==> config.mk <==
export PLATFORM = sky130hd
export DESIGN_NAME = spi_master_flat
export DESIGN_NICKNAME = d
export VERILOG_FILES = /design/src/rtl/spi_master_pkg.sv /design/src/rtl/spi_master_if.sv /design/src/rtl/spi_sclk_gen.sv /design/src/rtl/spi_master.sv /design/src/flat_wrapper.sv
export SDC_FILE = /design/constraint.sdc
export NUM_CORES = 1
export LEC_CHECK = 0
export CAP_MARGIN = 0
export CORE_UTILIZATION = 47
export DETAILED_ROUTE_END_ITERATION = 6
export PLACE_DENSITY = 0.75
export SLEW_MARGIN = 20
export SYNTH_ARGS = -nofsm -noshare
export SYNTH_HDL_FRONTEND = slang
export SYNTH_SLANG_ARGS = --single-unit
==> constraint.sdc <==
create_clock -name clk -period 2.11 [get_ports clk]
set_input_delay 0.422 -clock clk [delete_from_list [all_inputs] [get_ports clk]]
set_output_delay 0.422 -clock clk [all_outputs]
set_load 0.01 [all_outputs]
==> src/rtl/spi_master_pkg.sv <==
// Shared definitions for the SPI memory link: FSM state encoding, R/W bit values
// and the bit-index width used by both ends of the link.
package spi_master_pkg;

  typedef enum logic [1:0] {
    IDLE  = 2'd0,
    SETUP = 2'd1,
    SHIFT = 2'd2,
    DONE  = 2'd3
  } state_e;

  localparam logic RW_READ   = 1'b1;
  localparam logic RW_WRITE  = 1'b0;
  localparam int   BIT_IDX_W = 4;

endpackage

==> src/rtl/spi_master_if.sv <==
// Host-side request/response signals plus the four SPI pins of the initiator.
interface spi_master_if #(
  parameter int ADDR_W = 7,
  parameter int DATA_W = 8
);
  logic              start;
  logic              rw;
  logic [ADDR_W-1:0] addr;
  logic [DATA_W-1:0] wdata;
  logic              busy;
  logic              done;
  logic [DATA_W-1:0] rdata;
  logic              cs;
  logic              sclk;
  logic              mosi;
  logic              miso;

  modport master (
    input  start, rw, addr, wdata, miso,
    output busy, done, rdata, cs, sclk, mosi
  );

  modport slave (
    output start, rw, addr, wdata, miso,
    input  busy, done, rdata, cs, sclk, mosi
  );
endinterface

==> src/rtl/spi_sclk_gen.sv <==
// SPI clock generator: CLK_DIV cycles per half-period, with one-cycle strobes
// on the clk edges where sclk is about to go high (rise_tick) or low (fall_tick).
module spi_sclk_gen #(
  parameter int CLK_DIV = 10
) (
  input  logic clk,
  input  logic rst_n,
  input  logic run,
  input  logic clr,
  output logic sclk,
  output logic rise_tick,
  output logic fall_tick
);
  localparam int            CW      = $clog2(CLK_DIV);
  localparam logic [CW-1:0] CNT_MAX = CW'(CLK_DIV - 1);

  logic [CW-1:0] cnt;
  logic          wrap;

  assign wrap      = run && (cnt == CNT_MAX);
  assign rise_tick = wrap && !sclk;
  assign fall_tick = wrap && sclk;

  // clr looks at the next FSM state, so the wrap that ends a frame never raises sclk
  always_ff @(posedge clk) begin
    if (!rst_n || clr) begin
      cnt  <= '0;
      sclk <= 1'b0;
    end else if (wrap) begin
      cnt  <= '0;
      sclk <= ~sclk;
    end else if (run) begin
      cnt  <= cnt + 1'b1;
    end
  end
endmodule

==> src/rtl/spi_master.sv <==
// SPI initiator: one 16-bit {addr, rw, data} frame per accepted start, MSB first,
// mosi launched on sclk fall and miso captured on sclk rise.
module spi_master
  import spi_master_pkg::*;
#(
  parameter int CLK_DIV = 10,
  parameter int ADDR_W  = 7,
  parameter int DATA_W  = 8
) (
  input logic          clk,
  input logic          rst_n,
  spi_master_if.master bus
);
  localparam int                   FW         = ADDR_W + 1 + DATA_W;
  localparam logic [BIT_IDX_W-1:0] LAST_BIT   = BIT_IDX_W'(FW - 1);
  localparam logic [BIT_IDX_W-1:0] DATA_FIRST = BIT_IDX_W'(ADDR_W + 1);

  state_e               state, state_nx;
  logic [BIT_IDX_W-1:0] bit_idx;
  logic                 last_lo;
  logic                 rw_q;
  logic [FW-1:0]        shreg;
  logic [FW-1:0]        frame_in;
  logic                 mosi_q;
  logic [DATA_W-1:0]    rdata_q;
  logic                 run, clr, sclk_q, rise_tick, fall_tick, accept, finish;

  assign run      = (state == SETUP) || (state == SHIFT);
  assign clr      = !((state_nx == SETUP) || (state_nx == SHIFT));
  assign accept   = (state == IDLE) && bus.start;
  assign finish   = (state == SHIFT) && rise_tick && last_lo;
  assign frame_in = {bus.addr, bus.rw, (bus.rw == RW_READ) ? {DATA_W{1'b0}} : bus.wdata};

  spi_sclk_gen #(.CLK_DIV(CLK_DIV)) u_sclk_gen (
    .clk       (clk),
    .rst_n     (rst_n),
    .run       (run),
    .clr       (clr),
    .sclk      (sclk_q),
    .rise_tick (rise_tick),
    .fall_tick (fall_tick)
  );

  always_ff @(posedge clk) begin
    if (!rst_n) state <= IDLE;
    else        state <= state_nx;
  end

  always_comb begin
    state_nx = state;
    unique case (state)
      IDLE:    if (bus.start) state_nx = SETUP;
      SETUP:   if (rise_tick) state_nx = SHIFT;
      SHIFT:   if (finish)    state_nx = DONE;
      DONE:    state_nx = IDLE;
      default: state_nx = IDLE;
    endcase
  end

  // last_lo marks the low phase of the final bit; the next would-be rise ends the frame
  always_ff @(posedge clk) begin
    if (!rst_n) begin
      mosi_q  <= 1'b0;
      rdata_q <= '0;
      bit_idx <= '0;
      last_lo <= 1'b0;
    end else begin
      if (accept) begin
        mosi_q  <= frame_in[FW-1];
        bit_idx <= '0;
        last_lo <= 1'b0;
      end else if ((state == SHIFT) && fall_tick) begin
        if (bit_idx == LAST_BIT) begin
          last_lo <= 1'b1;
          mosi_q  <= 1'b0;
        end else begin
          bit_idx <= bit_idx + 1'b1;
          mosi_q  <= shreg[FW-1];
        end
      end
      if (finish && (rw_q == RW_READ)) rdata_q <= shreg[DATA_W-1:0];
    end
  end

  // Outgoing bits leave from the top while received bits enter at the bottom
  always_ff @(posedge clk) begin
    if (accept) begin
      rw_q  <= bus.rw;
      shreg <= {frame_in[FW-2:0], 1'b0};
    end else if (state == SHIFT) begin
      if (fall_tick && (bit_idx != LAST_BIT))
        shreg <= {shreg[FW-2:0], 1'b0};
      else if (rise_tick && !last_lo && (rw_q == RW_READ) && (bit_idx >= DATA_FIRST))
        shreg[0] <= bus.miso;
    end
  end

  assign bus.cs    = !run;
  assign bus.busy  = run;
  assign bus.done  = (state == DONE);
  assign bus.sclk  = sclk_q;
  assign bus.mosi  = mosi_q;
  assign bus.rdata = rdata_q;
endmodule

==> src/flat_wrapper.sv <==
// flat-port wrapper written by rule: the top's interface ports become plain ports
module spi_master_flat import spi_master_pkg::*;
#(
  parameter int CLK_DIV = 10,
  parameter int ADDR_W  = 7,
  parameter int DATA_W  = 8
)
  (clk, rst_n, bus_start, bus_rw, bus_addr, bus_wdata, bus_miso, bus_busy, bus_done, bus_rdata, bus_cs, bus_sclk, bus_mosi);
  spi_master_if #(.ADDR_W(ADDR_W), .DATA_W(DATA_W)) bus_i ();
  input logic clk;
  input logic rst_n;
  input wire logic [$bits(bus_i.start)-1:0] bus_start;
  input wire logic [$bits(bus_i.rw)-1:0] bus_rw;
  input wire logic [$bits(bus_i.addr)-1:0] bus_addr;
  input wire logic [$bits(bus_i.wdata)-1:0] bus_wdata;
  input wire logic [$bits(bus_i.miso)-1:0] bus_miso;
  output wire logic [$bits(bus_i.busy)-1:0] bus_busy;
  output wire logic [$bits(bus_i.done)-1:0] bus_done;
  output wire logic [$bits(bus_i.rdata)-1:0] bus_rdata;
  output wire logic [$bits(bus_i.cs)-1:0] bus_cs;
  output wire logic [$bits(bus_i.sclk)-1:0] bus_sclk;
  output wire logic [$bits(bus_i.mosi)-1:0] bus_mosi;
  assign bus_i.start = bus_start;
  assign bus_i.rw = bus_rw;
  assign bus_i.addr = bus_addr;
  assign bus_i.wdata = bus_wdata;
  assign bus_i.miso = bus_miso;
  assign bus_busy = bus_i.busy;
  assign bus_done = bus_i.done;
  assign bus_rdata = bus_i.rdata;
  assign bus_cs = bus_i.cs;
  assign bus_sclk = bus_i.sclk;
  assign bus_mosi = bus_i.mosi;
  spi_master #(.CLK_DIV(CLK_DIV), .ADDR_W(ADDR_W), .DATA_W(DATA_W)) u_core (.clk(clk), .rst_n(rst_n), .bus(bus_i));
endmodule
# Yosys cells after proc, flatten, opt, wreduce, memory -nomap -nowiden
# Index checks and enable logic that the tools add are counted.
# Widths: inputs -> output; s select.
[totals]
register_bits = 38
inputBits = 20
out_inout_bits = 13
wordCells = 68
[classes]
n_addsub = 2
magnitude_cmp = 1
n_eq_ne = 8
n_mux = 13
bitwise_logic = 3
reduce_logical = 31
[ops]
columns = ["cell", "count"]
rows = [
  ["$mux 16", 2],
  ["$mux 15", 1],
  ["$logic_and 1x1->1", 12],
  ["$add 4x1->4 const B", 2],
  ["$eq 4x4->1 const B", 2],
  ["$mux 8", 1],
  ["$pmux 2 s4", 1],
  ["$reduce_and 2->1", 4],
  ["$reduce_bool 2->1", 4],
  ["$eq 2x2->1 const B", 3],
  ["$mux 2", 3],
  ["$logic_not 1->1", 5],
  ["$mux 1", 5],
  ["$eq 2x1->1 const B", 2],
  ["$ge 4x4->1 const B", 1],
  ["$ne 4x4->1 const B", 1],
  ["$reduce_or 2->1", 2],
  ["$logic_or 1x1->1", 3],
  ["$not 1->1", 3],
  ["$logic_not 2->1", 1],
]

# Logic depth before layout (Yosys ltp)
# Gate-level depths: netlist of run 1.
[logic_depth]
ltp_word = 13
ltp_mapped = 10

# By module
# Synthesis of run 1 repeated with hierarchy kept, for this count alone.
[unflattened]
cells_unflattened = 193
hier_area_um2 = 1876.8
[modules_own_cells]
columns = ["module", "n_inst", "cells_per_inst", "area_each_um2", "seq_area_each_um2"]
rows = [
  ["spi_master", 1, 168, 1605.3, 820.8],
  ["spi_sclk_gen", 1, 25, 271.5, 100.1],
]

# Worst setup path before layout of run 1
# No wires, ideal clock.
[synth_timing]
path_kind = "register to register"
from = "reg u_core.state[0]"
to = "reg u_core.shreg[10], enable pin"
setup_time_ns = 0.366
t_arrival_ns = 2.002
slack_ns = -0.258
path_stages_with_launch = 10
path_buffers = 3
synth_period_minus_slack_ns = 2.368
path_cell_list = "dfxtp_1 -> inv_1 -> ha_1 -> buf_4 -> and4b_1 -> buf_6 -> and3_1 -> buf_6 -> nand2_4 -> nand2_1"
[synth_between]
elab_chain_len = 7
elab_cells_between_ends = 11
cone_classes = "eq/ne (2); reduce/logical (9)"
[synth_lines]
columns = ["element", "line_no", "source"]
rows = [
  ["from (decl)", "spi_master.sv:18", "state_e state, state_nx;"],
  ["from (signal assigned)", "spi_master.sv:46", "else state <= state_nx;"],
  ["$eq 2x1->1 / $eq 2x2->1 (equally long branches)", "spi_master.sv:28", "assign run = (state == SETUP) || (state == SHIFT);"],
  ["$logic_or 1x1->1 (*)", "spi_master.sv:28", ""],
  ["via bus_busy", "flat_wrapper.sv:17", "output wire logic [$bits(bus_i.busy)-1:0] bus_busy;"],
  ["$logic_and 1x1->1 (*)", "spi_sclk_gen.sv:20", "assign wrap = run && (cnt == CNT_MAX);"],
  ["$logic_and 1x1->1 (*)", "spi_sclk_gen.sv:22", "assign fall_tick = wrap && sclk;"],
  ["$logic_and 1x1->1 (*)", "spi_master.sv:91", "if (fall_tick && (bit_idx != LAST_BIT))"],
  ["$reduce_bool 2->1 (no line) (*)", "--", ""],
  ["$reduce_and 2->1 (no line) (*)", "--", ""],
  ["to (signal assigned)", "spi_master.sv:89", "shreg <= {frame_in[FW-2:0], 1'b0};"],
  ["to (signal assigned)", "spi_master.sv:92", "shreg <= {shreg[FW-2:0], 1'b0};"],
  ["to (decl)", "spi_master.sv:22", "logic [FW-1:0] shreg;"],
]
# The timed path passes the listed nets; every way through them passes the cells marked *.
# A chain may end at the register's enable or synchronous reset.

# Final worst setup path of run 1
[layout_timing]
from = "reg u_core.state[0]"
to = "out bus_busy"
[layout_between]
elab_chain_len = 2
elab_cells_between_ends = 3
cone_classes = "eq/ne (2); reduce/logical (1)"
[layout_lines]
columns = ["element", "line_no"]
rows = [
  ["$eq 2x1->1 / $eq 2x2->1 (equally long branches)", "spi_master.sv:28"],
  ["$logic_or 1x1->1 (*)", "spi_master.sv:28"],
  ["to (decl)", "flat_wrapper.sv:17"],
]
# Every way passes the cells marked *; elsewhere a longest branch is shown, timed or not.

==> results.json, run 1 <==
{
  "grt.overflow.total": 0,
  "hold_path.class": "reg2reg",
  "initial_utilization_pct": 49.4,
  "register_to_register_setup_slack_ns": 0.15,
  "number_of_vias_in_the_routed_layout": 1445,
  "finalMaxSlewViolations": 0,
  "clk-insertion-delay-late_ns": 0.30,
  "grt_pass1_wl_um": 6220,
  "yosys_warnings": 0,
  "port_buffers": 32,
  "final_cells": 278,
  "report.final.hold_viol_count": 0,
  "dr.first_iter.drc_count": 63,
  "totalWireLength_um": 3810,
  "power_leakage_nw": 0.930,
  "clock-root-buffer": "sky130_fd_sc_hd__clkbuf_8",
  "clock_power_share_pct": 33.3,
  "critical_path_required_ns": 1.69,
  "power.share.sequential_pct": 54.3,
  "route.detailed.drc": 0,
  "finalInstanceArea_um2": 2360,
  "grt_max_degree": 18,
  "ys_async_sr_fraction_pct": 0,
  "layout-drive-gt1-share_pct": 12.6,
  "power_report.internal_total_w": 0.00112,
  "finalNetCount": 259,
  "clkTransAtPathRegs_ns": 0.07,
  "area_delta_synth_final_pct": 28.8,
  "filler_cell_count": 303,
  "max_slew.worst_pin.slew_ns": 0.557,
  "cts_hold_buffers": 0,
  "coreArea_um2": 3720,
  "post_synth_num_cell_types": 36,
  "grt_setup_unrepaired": "no",
  "vdd_drop_max_uv": 389,
  "powerDensity_nw_per_um2": 636,
  "timing.critical_path.arrival_ns": 1.56,
  "path_class": "reg2out",
  "crit_fanout": 7,
  "peak_clock_frequency_supported_by_timing_mhz": 505,
  "syn-instance-count": 190,
  "cp-end-kind": "primary output",
  "max_cap_violations": 0,
  "switching_power_w": 0.000384,
  "fin_tns_setup_ns": 0,
  "postPlaceCellArea_um2": 2240,
  "gpl.final_weighted_congestion": 0.816,
  "crit_path_start": "u_core.state[0]$_SDFF_PN0_",
  "routed_wire_length_per_instance_um": 13.7,
  "worst_flop_to_flop_path_endpoint": "u_core.u_sclk_gen.cnt[0]$_SDFFE_PP0N_",
  "finClkSkew_ns": 0.00671,
  "worst_setup_path_endpoint": "bus_busy",
  "cp-start-kind": "flip-flop",
  "insertedDiodeCount": 0,
  "number_of_h_tree_levels": 2,
  "yosys_register_bits": 38,
  "drtPass1Iterations": 5,
  "timing.hold.ws_ns": 0.502,
  "reg2reg_from": "u_core.state[0]$_SDFF_PN0_",
  "largest_buffer_count_on_any_clock_path": 2,
  "synth_ff_type": "sky130_fd_sc_hd__dfxtp_1",
  "syn-mean-instance-area_um2": 9.66,
  "mappedNetlistArea_um2": 1840,
  "cts_sinks": 38,
  "final.min_clock_period_ns": 1.98,
  "setup_viol": 0,
  "dpl.cell_count": 268,
  "antenna_violations_before_repair": 0,
  "fp-row-count": 22,
  "first_global_vias": 1345,
  "status": "finished, final reports clean",
  "die_area_um2": 4160,
  "period_share_pct": 93.9,
  "synth_sequential_area_ratio_pct": 50.2,
  "die_height_um": 64.5,
  "synth-edff-count": 16,
  "switching_fraction_of_total_power_pct": 25.5,
  "grt.total_usage_pct": 20.2,
  "synth_nets": 220,
  "timing.reg2reg.worst_path_depth": 7,
  "ant_nets": 0,
  "ios": 33,
  "total_half_perimeter_wirelength_after_legalization_and_detailed_placement_um": 2510,
  "comb_power_share_pct": 12.4,
  "die-width_um": 64.5,
  "clock_tree_from_tritoncts": "yes",
  "numCtsBuffers": 5,
  "max_slew_headroom_pct": 62.9,
  "via_per_inst": 5.20
}
[sequential cells by signal (all words and copies together) (netlist names)]
signal	cells
u_core.shreg	16
u_core.u_sclk_gen.sclk	1
u_core.last_lo	1
u_core.u_sclk_gen.cnt	4
u_core.bus.mosi	1
u_core.rw_q	1
u_core.state	2
u_core.bus.rdata	8
u_core.bit_idx	4
[through the flow]
step,power (W),util (%),worst slack [ns]
2_1_floorplan,0.000928,-,0.0124
3_3_place_gp,0.00101,60.2,0.124
3_5_place_dp,0.00101,60.2,0.0683
4_1_cts,0.00150,62.5,0.0441
5_1_grt,0.00156,63.6,0.00529
6_report,0.00150,63.6,0.129
[worst max-delay path, stage by stage (launching register included)]
cell,delay (ns)
sky130_fd_sc_hd__dfxtp_1,0.35
sky130_fd_sc_hd__inv_2,0.07
sky130_fd_sc_hd__ha_4,0.30
sky130_fd_sc_hd__clkdlybuf4s50_1,0.53
[power by group through the flow]
stage	Clock [W]	Combinational, W	Sequential (W)
6_report	0.000501	0.000186	0.000817
5_1_grt	0.000538	0.000206	0.000821
4_1_cts	0.000500	0.000179	0.000817
3_5_place_dp	0	0.000178	0.000834
3_3_place_gp	0	0.000175	0.000833
2_1_floorplan	0	0.0000960	0.000832
[worst min-delay path by stage]
| stage | from | end | slack, ns | cells after the start |
|---|---|---|---|---|
| floorplan | u_core.bit_idx[1]$_SDFFE_PP0P_ | u_core.bit_idx[1]$_SDFFE_PP0P_ | 0.47 | 2 |
| CTS | u_core.bit_idx[1]$_SDFFE_PP0P_ | u_core.bit_idx[1]$_SDFFE_PP0P_ | 0.51 | 2 |
| global placement | u_core.bus.rdata[3]$_SDFFE_PN0P_ | u_core.bus.rdata[3]$_SDFFE_PN0P_ | 0.48 | 2 |
| finish | u_core.bit_idx[1]$_SDFFE_PP0P_ | u_core.bit_idx[1]$_SDFFE_PP0P_ | 0.50 | 2 |
| global route | u_core.bus.rdata[2]$_SDFFE_PN0P_ | u_core.bus.rdata[2]$_SDFFE_PN0P_ | 0.54 | 2 |
| detailed placement | u_core.bus.rdata[2]$_SDFFE_PN0P_ | u_core.bus.rdata[2]$_SDFFE_PN0P_ | 0.49 | 2 |
[area by class of cell]
type | count | area, um2 | area share, %
Sequential cell | 38 | 921 | 38.9
Multi-Input combinational cell | 132 | 868 | 36.7
Timing Repair Buffer | 42 | 395 | 16.7
Clock buffer | 6 | 72.6 | 3.07
Tap cell | 48 | 60.1 | 2.54
Inverter | 10 | 37.5 | 1.59
Clock inverter | 2 | 10.0 | 0.423
[metal layers]
layer	share of wire (%)	track usage, %
met1	48	25.9
met2	45	31.2
met3	4.6	6.34
met4	1.6	8.61
met5	0	0
[cells in the mapped netlist, drive strengths merged (3+ instances only)]
cell     n  area [um2]
nor4     3        18.8
dfxtp   22         440
nor2    18        67.6
mux2i    9        90.1
ha      10         125
o21ai    4        20.0
nand2   32         128
edfxtp  16         480
nand3   18        90.1
nand3b   9        67.6
clkbuf   5        18.8
xnor2    3        26.3
inv      9        33.8
a21oi    5        25.0
buf      5        38.8
[cells by family after synthesis]
| logic type | Yosys count | synth area share [%] |
|---|---|---|
| buf+inv | 20 | 5.18 |
| mux | 9 | 4.91 |
| fa+ha+maj | 10 | 6.82 |
| flops | 38 | 50.2 |
| compound gates | 16 | 5.52 |
| simple gates | 92 | 25.0 |
| xor+xnor | 5 | 2.39 |
[cell usage in the layout, fill, tap and decap left out, types with 4 or more instances in the layout]
| cell | synthesis | final |
|---|---|---|
| sky130_fd_sc_hd__nor2_1 | 18 | 18 |
| sky130_fd_sc_hd__clkbuf_8 | 0 | 5 |
| sky130_fd_sc_hd__dfxtp_1 | 22 | 22 |
| sky130_fd_sc_hd__ha_1 | 10 | 9 |
| sky130_fd_sc_hd__a21oi_1 | 5 | 5 |
| sky130_fd_sc_hd__nand3b_1 | 9 | 9 |
| sky130_fd_sc_hd__clkdlybuf4s50_1 | 0 | 32 |
| sky130_fd_sc_hd__nand2_1 | 31 | 30 |
| sky130_fd_sc_hd__buf_4 | 1 | 10 |
| sky130_fd_sc_hd__mux2i_1 | 9 | 9 |
| sky130_fd_sc_hd__nand3_1 | 18 | 18 |
| sky130_fd_sc_hd__o21ai_0 | 4 | 4 |
| sky130_fd_sc_hd__edfxtp_1 | 16 | 16 |
| sky130_fd_sc_hd__inv_1 | 9 | 7 |
[repair_timing]
action / in CTS / in global routing
endpoints found under the setup margin: 0 / 5
buffers inserted: 0 / 2
resized for setup: 0 / 6
No activity file was read; power rests on OpenSTA's default activity.
==> run 2, diff against run 1 <==
- CAP_MARGIN: 0 -> default
- CORE_UTILIZATION: 47 -> 56
- DONT_BUFFER_PORTS: default -> 1
- PLACE_DENSITY: 0.75 -> 0.74
==> run 2 against run 1 <==
  * Die area decreased by 16%
  * Count of clock-buffer cells in the layout unchanged
  * Combinational power decreased by 29%
  * First-iteration DRC count decreased by 4.8%
  * Sequential power about the same
  * Core utilization increased by 1.5 points
  * Wire length decreased by 7.1%
  * Total power decreased by 9.9%
  * Clock skew increased by 0.0052 ns
  * Maximum frequency decreased by 1.5%
  * Register-to-register slack got worse by 0.05 ns
==> results.json, run 2 (synthesis gave the netlist of run 1 again) <==
{
  "status": "finished, final reports clean",
  "grt.overflow.total": 0,
  "peak_clock_frequency_supported_by_timing_mhz": 497,
  "timing.critical_path.slowest_stage_cell": "sky130_fd_sc_hd__dfxtp_2",
  "vdd_drop_max_uv": 386,
  "grt.total_usage_pct": 21.2,
  "list_of_cells_traversed_by_the_critical_path": "inv_1 > ha_4 > and4b_1 > nand4_1 > a31o_2 > xnor2_2 > nor4_1",
  "power_leakage_nw": 0.789,
  "finClkSkew_ns": 0.0119,
  "crit_fanout": 6,
  "cts_sinks": 38,
  "filler_cell_count": 279,
  "fin_ws_ns": 0.0980,
  "fp-row-count": 20,
  "crit_cells": 7,
  "critical-path-max-stage-delay_ns": 0.39,
  "timing.critical_path.arrival_ns": 2.26,
  "ant_nets": 0,
  "cp-end-kind": "flip-flop",
  "route.detailed.drc": 0,
  "path_class": "reg2reg",
  "antenna_violations_before_repair": 0,
  "totalWireLength_um": 3540,
  "layout.cells.most_common_list": "30 x sky130_fd_sc_hd__nand2_1, 21 x sky130_fd_sc_hd__dfxtp_1, 18 x sky130_fd_sc_hd__nand3_1",
  "clock-root-buffer": "sky130_fd_sc_hd__clkbuf_4",
  "initial_utilization_pct": 59.6,
  "first_global_vias": 1242,
  "timing.critical_path.buf_inv": 1,
  "powerDensity_nw_per_um2": 676,
  "die_height_um": 59.3,
  "finalCoreUtilization_pct": 65.2,
  "max_slew.worst_pin.slew_ns": 0.531,
  "finalMaxSlewViolations": 0,
  "die-width_um": 59.3,
  "timing.reg2reg.worst_path_depth": 7,
  "hold_path_depth": 0,
  "routed_wire_length_per_instance_um": 14.7,
  "final_common_cell": "sky130_fd_sc_hd__nand2_1",
  "clkTransAtPathRegs_ns": 0.12,
  "finalInstanceArea_um2": 2010,
  "port_buffers": 0,
  "grt_pass1_wl_um": 5550,
  "ios": 33,
  "max_slew_headroom_pct": 64.6,
  "clk-insertion-delay-late_ns": 0.34,
  "regMostFlops": "u_core.shreg",
  "number_of_vias_in_the_routed_layout": 1387,
  "period_share_pct": 95.4,
  "critical_path_required_ns": 2.36,
  "setup_ws_pre_cts_ns": 0.00909,
  "total_half_perimeter_wirelength_after_legalization_and_detailed_placement_um": 2380,
  "final.min_clock_period_ns": 2.01,
  "largest_buffer_count_on_any_clock_path": 2,
  "layout-drive-gt1-share_pct": 14.3,
  "finalNetCount": 225,
  "numCtsBuffers": 5,
  "power_w": 0.00136,
  "area_delta_synth_final_pct": 9.27,
  "largest_register_ffs": 16,
  "report.final.hold_viol_count": 0,
  "die_area_um2": 3510,
  "coreArea_um2": 3080,
  "insertedDiodeCount": 0,
  "drtPass1Iterations": 4,
  "grt_max_degree": 20,
  "gpl.final_weighted_congestion": 0.872,
  "cp-start-kind": "flip-flop",
  "clock_tree_from_tritoncts": "yes",
  "number_of_h_tree_levels": 2,
  "dr.first_iter.drc_count": 60,
  "postPlaceCellArea_um2": 1900,
  "setup_viol": 0,
  "timing.critical_path.max_delay_family": "simple AND/OR/NAND/NOR gates",
  "hold_path.class": "in2reg",
  "via_per_inst": 5.78,
  "max_cap_violations": 0
}
-- run 2: worst paths after layout --
path                                                end                            from  slack (ns)
setup / recovery  u_core.u_sclk_gen.cnt[2]$_SDFFE_PP0N_      u_core.state[1]$_SDFF_PN0_         0.1
hold reg to reg          u_core.bit_idx[1]$_SDFFE_PP0P_  u_core.bit_idx[1]$_SDFFE_PP0P_        0.52
hold / removal                    u_core.rw_q$_DFFE_PP_                          bus_rw        0.16
setup reg to reg  u_core.u_sclk_gen.cnt[2]$_SDFFE_PP0N_      u_core.state[1]$_SDFF_PN0_         0.1
-- run 2: through the flow --
stage / setup TNS (ns) / instances / hold slack, ns
detailed placement: 0 / 230 / 0.496
finish: 0 / 240 / 0.164
floorplan: 0 / 190 / 0.466
global route: -0.00936 / 240 / 0.139
CTS: 0 / 238 / 0.153
global placement: 0 / 230 / 0.477
-- run 2: repair_timing --
item | in CTS | in global routing
pin swaps | 0 | 3
endpoints found under the setup margin | 3 | 12
resized for setup | 1 | 5
setup buffers | 0 | 2
endpoints found under the hold margin | 0 | 0
hold buffers | 0 | 0
-- run 2: layer usage --
layer	track usage (%)	vias up	share of wire [%]
li1	-	675	-
met3	6.11	10	6.4
met2	32.7	41	47
met1	27.6	661	45
met5	0	-	0
met4	9.18	0	1.7
-- run 2: final cells by class --
class	instances	area, um2	area share [%]
Inverter	10	37.5	1.87
Clock buffer	6	51.3	2.56
Clock inverter	2	12.5	0.624
Multi-Input combinational cell	132	870	43.4
Timing Repair Buffer	8	57.6	2.87
Tap cell	44	55.1	2.74
Sequential cell	38	922	46.0
-- run 2: report_power, final --
part	switching [W]	internal, W	total, W
sequential	0.0000165	0.000802	0.000819
combinational	0.0000856	0.0000459	0.000132
clock	0.000245	0.000160	0.000405
==> run 3, diff against run 2 <==
--- a/constraint.sdc
+++ b/constraint.sdc
@@ -3,2 +3,2 @@
 set_output_delay 0.422 -clock clk [all_outputs]
-set_load 0.01 [all_outputs]
+set_load 0.05 [all_outputs]
==> run 3 against run 2 <==
  * Sequential power increased by 1%
  * Critical path depth down 3
  * Count of clock-buffer cells in the layout is the same
  * Final cell count down 0.42%
  * Non-clock buffer count decreased by 1
  * Total power increased by 15%
  * Wire length rose by 5.7%
  * Die area did not move
  * First-iteration DRC count increased by 83%
  * Flip-flop and latch count did not move
==> results.json, run 3 (synthesis gave the netlist of run 1 again) <==
{
  "vdd_drop_max_uv": 400,
  "area_delta_synth_final_pct": 10.2,
  "report.final.hold_viol_count": 0,
  "finalInstanceArea_um2": 2020,
  "register_to_register_setup_slack_ns": 0.10,
  "largest_register_ffs": 16,
  "grt_max_degree": 20,
  "peak_clock_frequency_supported_by_timing_mhz": 491,
  "gpl.final_weighted_congestion": 0.826,
  "min_to": "u_core.rw_q$_DFFE_PP_",
  "list_of_cells_traversed_by_the_critical_path": "inv_2 > ha_4 > buf_4 > inv_1",
  "met3WireLength_um": 248,
  "die_area_um2": 3510,
  "regMostFlops": "u_core.shreg",
  "antenna_violations_before_repair": 0,
  "worst_flop_to_flop_path_endpoint": "u_core.u_sclk_gen.cnt[3]$_SDFFE_PP0N_",
  "hold_path_depth": 0,
  "period_share_pct": 96.6,
  "cts_sinks": 38,
  "reg2reg_from": "u_core.state[0]$_SDFF_PN0_",
  "timing.critical_path.arrival_ns": 1.62,
  "powerDensity_nw_per_um2": 768,
  "top_layer_used": "met4",
  "ant_nets": 0,
  "timing.critical_path.buf_inv": 3,
  "clock_tree_from_tritoncts": "yes",
  "setup_viol": 0,
  "initial_utilization_pct": 59.6,
  "max_slew_headroom_pct": 61.5,
  "clkTransAtPathRegs_ns": 0.12,
  "total_half_perimeter_wirelength_after_legalization_and_detailed_placement_um": 2560,
  "hold_path.class": "in2reg",
  "final_cells": 239,
  "route.detailed.drc": 0,
  "critical_path_required_ns": 1.69,
  "clk-insertion-delay-late_ns": 0.35,
  "die_height_um": 59.3,
  "port_buffers": 0,
  "holdCritStartpoint": "bus_rw",
  "number_of_vias_in_the_routed_layout": 1408,
  "finalNetCount": 224,
  "grt.overflow.total": 0,
  "crit_fanout": 7,
  "critical-path-max-stage-delay_ns": 0.41,
  "grt.total_usage_pct": 23.5,
  "grt_pass1_wl_um": 6000,
  "finalMaxSlewViolations": 0,
  "status": "finished, final reports clean",
  "met2WireLength_um": 1770,
  "drtPass1Iterations": 4,
  "coreArea_um2": 3080,
  "crit_cells": 4,
  "timing.critical_path.slowest_stage_cell": "sky130_fd_sc_hd__dfxtp_2",
  "final_common_cell": "sky130_fd_sc_hd__nand2_1",
  "dr.first_iter.drc_count": 110,
  "final.min_clock_period_ns": 2.04,
  "insertedDiodeCount": 0,
  "layout.cells.most_common_list": "30 x sky130_fd_sc_hd__nand2_1, 20 x sky130_fd_sc_hd__dfxtp_1, 18 x sky130_fd_sc_hd__nand3_1, 18 x sky130_fd_sc_hd__nor2_1, 16 x sky130_fd_sc_hd__edfxtp_1",
  "clock-root-buffer": "sky130_fd_sc_hd__clkbuf_4",
  "max_cap_violations": 0,
  "cp-end-kind": "primary output",
  "power_leakage_nw": 0.802,
  "numCtsBuffers": 5,
  "m1WireLength_um": 1690,
  "routed_wire_length_per_instance_um": 15.6,
  "ios": 33,
  "fp-row-count": 20,
  "die-width_um": 59.3,
  "number_of_h_tree_levels": 2,
  "timing.critical_path.max_delay_family": "buffers and inverters",
  "finClkSkew_ns": 0.00780,
  "largest_buffer_count_on_any_clock_path": 2,
  "via_per_inst": 5.89,
  "max_slew.worst_pin.slew_ns": 0.569,
  "layout-drive-gt1-share_pct": 13.8,
  "dpl.cell_count": 229,
  "first_global_vias": 1325,
  "postPlaceCellArea_um2": 1900,
  "path_class": "reg2out",
  "totalWireLength_um": 3740,
  "timing.reg2reg.worst_path_depth": 7,
  "cp-start-kind": "flip-flop"
}
[run 3: cell count changes in the layout (fill, tap and decap cells not counted), sizes merged]
| cell | change |
|---|---|
| clkinvlp | -1 |
| bufinv | +1 |
| clkbuf | -1 |
[run 3: stage by stage]
stage          setup TNS [ns]  worst slack [ns]  hold slack [ns]  power (W)  util [%]
2_1_floorplan               0           0.00210            0.466   0.000952         -
3_3_place_gp                0             0.103            0.488   0.000969      61.7
3_5_place_dp                0            0.0129            0.502   0.000977      61.7
4_1_cts                     0           0.00492            0.153    0.00155      65.0
5_1_grt               -0.0290           -0.0290            0.119    0.00161      65.7
6_report                    0            0.0720            0.154    0.00155      65.7
[run 3: area by class of cell]
| cell class | count | area [um2] |
|---|---|---|
| Fill cell | 259 | 1050 |
| Sequential cell | 38 | 923 |
| Multi-Input combinational cell | 132 | 853 |
| Clock buffer | 6 | 62.6 |
| Tap cell | 44 | 55.1 |
| Timing Repair Buffer | 7 | 52.6 |
| Clock inverter | 2 | 38.8 |
| Inverter | 10 | 37.5 |
[run 3: layer usage]
metal  vias to the layer above  track usage, %
met1                       679            29.5
met4                         0            6.12
met2                        52            37.9
met3                         4            9.17
met5                         -               0
li1                        673               -
[run 3: worst max path at each step]
stage | slack (ns) | start | to
floorplan | 0.002 | u_core.state[0]$_SDFF_PN0_ | u_core.bit_idx[3]$_SDFFE_PP0P_
global placement | 0.10 | u_core.state[0]$_SDFF_PN0_ | u_core.u_sclk_gen.cnt[3]$_SDFFE_PP0N_
detailed placement | 0.01 | u_core.state[0]$_SDFF_PN0_ | u_core.u_sclk_gen.cnt[3]$_SDFFE_PP0N_
CTS | 0.005 | u_core.state[0]$_SDFF_PN0_ | u_core.u_sclk_gen.cnt[3]$_SDFFE_PP0N_
global route | -0.03 | u_core.state[0]$_SDFF_PN0_ | u_core.u_sclk_gen.cnt[2]$_SDFFE_PP0N_
finish | 0.07 | u_core.state[0]$_SDFF_PN0_ | bus_cs
[run 3: where the power goes]
| part | internal (W) | total, W | switching, W | leakage [nW] |
|---|---|---|---|---|
| logic | 0.0000424 | 0.000137 | 0.0000947 | 0.412 |
| registers | 0.000803 | 0.000828 | 0.0000257 | 0.337 |
| clock network | 0.000323 | 0.000589 | 0.000265 | 0.0536 |
[run 3: what timing repair did]
| action | 4_1_cts | 5_1_grt |
|---|---|---|
| endpoints found under the hold margin | 0 | 0 |
| hold buffers | 0 | 0 |
| endpoints found under the setup margin | 0 | 14 |
| resized for setup | 0 | 2 |
| setup buffers | 0 | 2 |
